<file path="src/rtl/uart_rx_frame_collect.sv">
// Asynchronous serial frame receiver: start-edge detect, per-frame bit timing,
// majority-of-3 mid-bit vote, DATA_W payload assembly and stop-bit framing check.
module uart_rx_frame_collect #(
    parameter int CLK_DIV   = 16,
    parameter int DATA_W    = 32,
    parameter int LSB_FIRST = 0,
    parameter int STOP_BITS = 1
) (
    input  logic              i_clk,
    input  logic              i_rst_n,
    input  logic              i_uart_rxd,
    input  logic              i_enable,
    output logic              o_valid,
    output logic [DATA_W-1:0] o_data,
    output logic              o_frame_err,
    output logic              o_busy
);

    localparam int HALF = CLK_DIV / 2;
    localparam int BCW  = $clog2(CLK_DIV);
    localparam int BIW  = $clog2(DATA_W + 1);

    localparam logic [BCW-1:0] BC_LAST      = BCW'(CLK_DIV - 1);
    localparam logic [BCW-1:0] BC_LO        = BCW'(HALF - 1);
    localparam logic [BCW-1:0] BC_MID       = BCW'(HALF);
    localparam logic [BCW-1:0] BC_DEC       = BCW'(HALF + 1);
    localparam logic [BIW-1:0] BI_DATA_LAST = BIW'(DATA_W - 1);
    localparam logic [BIW-1:0] BI_STOP_LAST = BIW'(STOP_BITS - 1);

    typedef enum logic [1:0] {
        IDLE  = 2'd0,
        START = 2'd1,
        DATA  = 2'd2,
        STOP  = 2'd3
    } state_t;

    function automatic logic maj3(input logic a, input logic b, input logic c);
        return (a & b) | (a & c) | (b & c);
    endfunction

    state_t            state_q;
    logic              sync1_q;
    logic              sync2_q;
    logic              prev_q;
    logic [BCW-1:0]    bcnt_q;
    logic [BIW-1:0]    bidx_q;
    logic              samp_lo_q;
    logic              samp_mid_q;
    logic              err_q;
    logic [DATA_W-1:0] shift_q;
    logic [DATA_W-1:0] shift_d;
    logic              valid_q;
    logic [DATA_W-1:0] data_q;
    logic              frame_err_q;
    logic              busy_q;
    logic              start_edge_s;
    logic              decide_s;
    logic              vote_s;

    // Two-flop synchroniser plus one delayed copy for falling-edge detection.
    always_ff @(posedge i_clk or negedge i_rst_n) begin
        if (!i_rst_n) begin
            sync1_q <= 1'b1;
            sync2_q <= 1'b1;
            prev_q  <= 1'b1;
        end else begin
            sync1_q <= i_uart_rxd;
            sync2_q <= sync1_q;
            prev_q  <= sync2_q;
        end
    end

    // Edge qualification, mid-bit vote and next shift-register value.
    always_comb begin
        start_edge_s = prev_q & ~sync2_q & i_enable;
        decide_s     = (bcnt_q == BC_DEC);
        vote_s       = maj3(samp_lo_q, samp_mid_q, sync2_q);
        if (LSB_FIRST != 0) begin
            shift_d = (shift_q >> 1) | (DATA_W'(vote_s) << (DATA_W - 1));
        end else begin
            shift_d = (shift_q << 1) | DATA_W'(vote_s);
        end
    end

    // Frame FSM with bit timing, payload assembly and registered outputs.
    always_ff @(posedge i_clk or negedge i_rst_n) begin
        if (!i_rst_n) begin
            state_q     <= IDLE;
            bcnt_q      <= '0;
            bidx_q      <= '0;
            samp_lo_q   <= 1'b1;
            samp_mid_q  <= 1'b1;
            err_q       <= 1'b0;
            shift_q     <= '1;
            valid_q     <= 1'b0;
            data_q      <= '0;
            frame_err_q <= 1'b0;
            busy_q      <= 1'b0;
        end else begin
            valid_q     <= 1'b0;
            frame_err_q <= 1'b0;
            if (state_q != IDLE) begin
                bcnt_q <= (bcnt_q == BC_LAST) ? '0 : bcnt_q + 1'b1;
                if (bcnt_q == BC_LO) begin
                    samp_lo_q <= sync2_q;
                end
                if (bcnt_q == BC_MID) begin
                    samp_mid_q <= sync2_q;
                end
            end
            case (state_q)
                IDLE: begin
                    if (start_edge_s) begin
                        state_q <= START;
                        bcnt_q  <= '0;
                        bidx_q  <= '0;
                        err_q   <= 1'b0;
                        busy_q  <= 1'b1;
                    end
                end
                START: begin
                    if (decide_s) begin
                        // A start bit that votes high was a glitch: drop silently.
                        if (vote_s) begin
                            state_q <= IDLE;
                            busy_q  <= 1'b0;
                        end else begin
                            state_q <= DATA;
                        end
                    end
                end
                DATA: begin
                    if (decide_s) begin
                        shift_q <= shift_d;
                        if (bidx_q == BI_DATA_LAST) begin
                            state_q <= STOP;
                            bidx_q  <= '0;
                        end else begin
                            bidx_q <= bidx_q + 1'b1;
                        end
                    end
                end
                STOP: begin
                    if (decide_s) begin
                        err_q <= err_q | ~vote_s;
                        // Leave at the mid-stop point so a following start edge is never missed.
                        if (bidx_q == BI_STOP_LAST) begin
                            state_q     <= IDLE;
                            busy_q      <= 1'b0;
                            valid_q     <= 1'b1;
                            data_q      <= shift_q;
                            frame_err_q <= err_q | ~vote_s;
                        end else begin
                            bidx_q <= bidx_q + 1'b1;
                        end
                    end
                end
                default: begin
                    state_q <= IDLE;
                    busy_q  <= 1'b0;
                end
            endcase
        end
    end

    assign o_valid     = valid_q;
    assign o_data      = data_q;
    assign o_frame_err = frame_err_q;
    assign o_busy      = busy_q;

endmodule

</file>
<file path="config.mk">
export PLATFORM = sky130hd
export DESIGN_NAME = uart_rx_frame_collect
export DESIGN_NICKNAME = d
export VERILOG_FILES = /design/src/rtl/uart_rx_frame_collect.sv
export SDC_FILE = /design/constraint.sdc
export NUM_CORES = 1
export LEC_CHECK = 0
export ABC_CLOCK_PERIOD_IN_PS = 2300
export CAP_MARGIN = 20
export CORE_MARGIN = 1
export CORE_UTILIZATION = 55
export CTS_BUF_LIST = sky130_fd_sc_hd__clkbuf_16
export DETAILED_ROUTE_END_ITERATION = 8
export MAX_ROUTING_LAYER = met4
export PLACE_DENSITY = 0.76
export SLEW_MARGIN = 10
export SYNTH_ARGS = -nofsm -noshare
export SYNTH_HDL_FRONTEND = slang
export SYNTH_SLANG_ARGS = --single-unit
</file>
<file path="constraint.sdc">
create_clock -name i_clk -period 2.3 [get_ports i_clk]
set_input_delay 0.69 -clock i_clk [delete_from_list [all_inputs] [get_ports i_clk]]
set_output_delay 0.69 -clock i_clk [all_outputs]
set_load 0.05 [all_outputs]
</file>
; After elaboration in Yosys (flattened, before gate mapping)
; Index checks and enable logic that the tools add are counted.
[totals]
regBits = 85
latchBits = 0
ramBits = 0
mem_bits_ro = 0
input_bits = 4
output_inout_bits = 35
wordCells = 90
n_memories = 0
[classes]
n_addsub = 2
n_mul = 0
div = 0
n_lt_le_gt_ge = 0
n_eq_ne = 16
shifts = 0
n_mux = 33
bitwise = 11
reduce_logical = 14
[ops]
columns = cell, count
row1 = bitwise OR 32 x 1 -> 32 bit, 1
row2 = 2-to-1 mux 6 bit, 5
row3 = case mux 6 bit (3 select lines), 1
row4 = 2-to-1 mux 4 bit, 4
row5 = != test 2 bit (second input constant), 8
row6 = 2-to-1 mux 2 bit, 7
row7 = 2-to-1 mux 1 bit, 13
row8 = equality test 4 bit (second input constant), 3
row9 = AND reduction 6 bit, 2
row10 = case mux 2 bit (4 select lines), 1
row11 = adder 6 x 1 -> 6 bit (second input constant), 1
row12 = equality test 6 x 5 -> 1 bit (second input constant), 1
row13 = logical NOT 6 bit, 1
row14 = AND reduction 2 bit, 3
row15 = AND reduction 3 bit, 2
row16 = nonzero test 3 bit, 2
row17 = bitwise AND 1 bit, 5
row18 = AND reduction 5 bit, 1
row19 = adder 4 x 1 -> 4 bit (second input constant), 1
row20 = equality test 2 bit (second input constant), 2
row21 = equality test 4 x 3 -> 1 bit (second input constant), 1
row22 = nonzero test 2 bit, 2
row23 = bitwise OR 1 bit, 3
row24 = case mux 1 bit (3 select lines), 1
row25 = 4 further kinds, 5

; Longest topological paths before layout
[logic_depth]
depth_word = 8
mapped_depth = 8

; Worst setup path after synthesis
; No wires, ideal clock.
[synth_path]
path_type = input to register
from = in i_enable
to = reg bidx_q[0]
setup_time_ns = 0.125
t_arrival_ns = 1.669
slack_ns = 0.506
stages = 4
path_buffers = 0
cell_sequence = and3b_1 -> a22oi_2 -> a31o_2 -> mux2_2
[synth_via]
elab_chain_cells = 3
[synth_lines]
columns = item, line_no
row1 = "start, declared", 12  ; input logic i_enable,
row2 = bitwise AND 1 bit, 75  ; start_edge_s = prev_q & ~sync2_q & i_enable;
row3 = != test 2 bit (no line), n/a
row4 = AND reduction 5 bit (no line), n/a
row5 = "end signal, assigned", 139  ; bidx_q <= bidx_q + 1'b1;
row6 = "end signal, assigned", 154  ; bidx_q <= bidx_q + 1'b1;
row7 = "end, declared", 46  ; logic [BIW-1:0] bidx_q;
; Every way passes these cells.
; A chain may end at the register's enable or synchronous reset.

; Final worst setup path
[layout_path]
from = reg data_q[12], in the netlist o_data[12]
to = out o_data[12]
[layout_rtl]
columns = item, line_no
row1 = "start, declared", 53  ; logic [DATA_W-1:0] data_q;
row2 = "start signal, assigned", 151  ; data_q <= shift_q;
row3 = "end, declared", 14  ; output logic [DATA_W-1:0] o_data,
; No word-level cell between the ends.

==> results_dict.tcl <==
set metrics [dict create \
    status "complete, no violations" \
    clock_latency_ns 0.33 \
    worst_pin_slew_ns 0.569 \
    final.period_utilization 0.956 \
    globalRoute.busiestLayer "met2" \
    r2r-start "bcnt_q[1]" \
    synthSimpleGateAreaFrac 0.0558 \
    synth_compound_area_frac 0.0623 \
    clkSinkCount 85 \
    yosysTopAreaCellShare 0.328 \
    post_cts_buffers 0 \
    required_ns 1.61 \
    path_delay_family "buffers and inverters" \
    cp-start-kind "flip-flop" \
    remaining_drc_errors 0 \
    synth_top_cell_by_area "dfrtp_1" \
    p_sw_mw 1.03 \
    cts_buffer_depth 2 \
    grt-ovfl-total 0 \
    ant_nets 0 \
    area_growth_pct 22.3 \
    cp-startpoint "o_data[12]" \
    cts_buffers 9 \
    synth.area.mux_share 0.238 \
    via_count 2014 \
    cts_hold_buf 0 \
    synth_nets 250 \
    ys_seq_area_frac 0.594 \
    fmax_mhz 455 \
    cp_cell_sequence "clkdlybuf4s50_1" \
    synth_top_family_by_area "multiplexers" \
    synth_xor_area_frac 0 \
    synth_cells 241 \
    place_hpwl_um 3910 \
    synthAdderAreaFrac 0.0198 \
    async_flop_share 1.00 \
    hp-class "in -> async" \
    synth.area.top_cells "dfrtp_1 (33%), dfstp_2 (27%), mux2_2 (12%)" \
    crit_type "reg -> out" \
    clk_pin_slew_ns 0.06 \
    swShare 0.267 \
    met3_usage 0.0297 \
    max-cap-violations 0 \
    avgSynthCellArea_sq_um 15.2 \
    antenna_found_initial 0 \
    ir_worst_vdd_uv 664 \
    yosys_warnings 0 \
    cts_max_level 3 \
    ys.flop_type "dfrtp_1" \
    drt_iter0_drc 67 \
    rsz0062_at_grt "no" \
    netlist_area_sq_um 3660 \
    grt_pass1_wl_um 10200 \
    die_w_um 83.5 \
    portBuffers 38 \
    dr.pass1.iters 4 \
    cellLeakagePower_nw 2.08 \
    p_clk_frac 0.391 \
    timing.setup.tns_ns 0 \
    worst-path-buf-inv 1 \
    grt_use_met2 0.291 \
    cp_max_fo 2 \
    die_height_um 83.5 \
    cts_repair_resize_count 0 \
    ys_types 44 \
    crit_path_max_incr_delay_ns 0.81 \
    power_frac_seq 0.466 \
    setup_viol 0 \
    num_rows 29 \
    p_per_area_nw_per_um2 863 \
    end_kind "output pin" \
    globalRouteMet1Util 0.253 \
    synth_seq_cells 85 \
    comb_power_share 0.143 \
    root_buffer "clkbuf_16" \
    fin_nets 297 \
    clock_skew_ns 0.00677 \
    antenna_cells 0 \
    fin_crit_ns 2.20 \
    grt_max_degree 33 \
    wl_per_cell_um 16.0 \
    gp_congestion 0.816 \
    die_area_sq_um 6980 \
    rrSetupSlack_ns 0.34 \
    cp_slowest_cell "clkdlybuf4s50_1" \
    crit_arrival_ns 1.51 \
    max-slew-margin-rel 0.617 \
    grt_pass1_vias 2070 \
    intPower_mw 2.83 \
    wl_um 5940 \
    slew_viol_final 0 \
    via_per_inst 5.44 \
    cts_tree "built" \
    track_usage 0.191 \
    setup_ws_ns 0.102 \
    synth_enable_flop_cells 0 \
    finalHoldViolCount 0 \
    pre_cts_slack_ns 0.0838 \
    rr_worst_depth 7 \
    start_util 0.573 \
    drive_gt1_frac 0.464 \
    coreArea_sq_um 6390 \
    path_depth 1 \
    pin_count 39 \
    layout_common_cells "dfrtp_1 (48), mux2_2 (39), clkdlybuf4s50_1 (37), dfstp_2 (37), mux2_4 (28)" \
    mostFrequentLayoutCell "dfrtp_1" \
]
[per-stage QoR]
step / std cells / total power [mW] / utilization / cell area, sq um / hold WS [ns]
after floorplan: 241 / 2.21 / - / 3660 / 0.345
after global placement: 354 / 2.35 / 0.651 / 4160 / 0.347
after detailed placement: 354 / 2.37 / 0.651 / 4160 / 0.360
after CTS: 370 / 3.89 / 0.700 / 4470 / 0.300
after global routing: 370 / 4.06 / 0.700 / 4470 / 0.314
final: 370 / 3.86 / 0.700 / 4470 / 0.291
[registers in the layout, indices dropped and copies added, names as in the netlist, named ones only]
name and count:
o_data 32, shift_q 32, bidx_q 6, bcnt_q 4, err_q 1, o_busy 1, o_frame_err 1, o_valid 1
prev_q 1, samp_lo_q 1, samp_mid_q 1, state_q 1, sync1_q 1, sync2_q 1
[final cells by class]
| cell class | instances | area, sq um |
|---|---|---|
| clock buffers | 9 | 225 |
| clock inverters | 7 | 90.1 |
| fillers | 447 | 1910 |
| inverters | 8 | 30.0 |
| multi-input cells | 137 | 1380 |
| flip-flops and latches | 85 | 2170 |
| well taps | 77 | 96.3 |
| repair buffers | 47 | 483 |
[cells in the mapped netlist (3+ instances only)]
cell type and count:
nand2_1 8, nor2_1 9, mux2_2 39, dfstp_2 37, buf_4 3, o41ai_1 3
a21oi_1 4, buf_6 3, nand4b_1 3, a21o_1 3, mux2_4 28, inv_1 8
dfrtp_1 48, o21ai_0 6, ha_1 5
[power by group through the flow]
stage | sequential (mW) | clock [mW] | combinational [mW]
after floorplan | 1.76 | 0 | 0.449
after global placement | 1.81 | 0 | 0.541
after detailed placement | 1.82 | 0 | 0.550
after CTS | 1.80 | 1.53 | 0.558
after global routing | 1.83 | 1.60 | 0.629
final | 1.80 | 1.51 | 0.551
[kinds of logic (layout without fill, tap and decap cells)]
group                      Yosys count  after routing
adders and majority gates            6              6
muxes                               68             68
buffers and inverters               19             71
and+or+nand+nor                     33             33
AOI/OAI and AO/OA                   30             30
DFF                                 85             85
[layer usage]
metal	wire length, um	part of all wire
met1	2930	0.49
met2	2740	0.46
met3	139	0.023
met4	131	0.022
met5	0	0
[worst paths after layout]
| check | endpoint |
|---|---|
| min in group i_clk | sync2_q |
| hold reg to reg | sync2_q |
| setup reg to reg | shift_q[18] |
| max in group asynchronous | shift_q[18] |
| setup / recovery | o_data[12] |
| hold / removal | o_data[1] |
(Power assumes the default switching activity.)
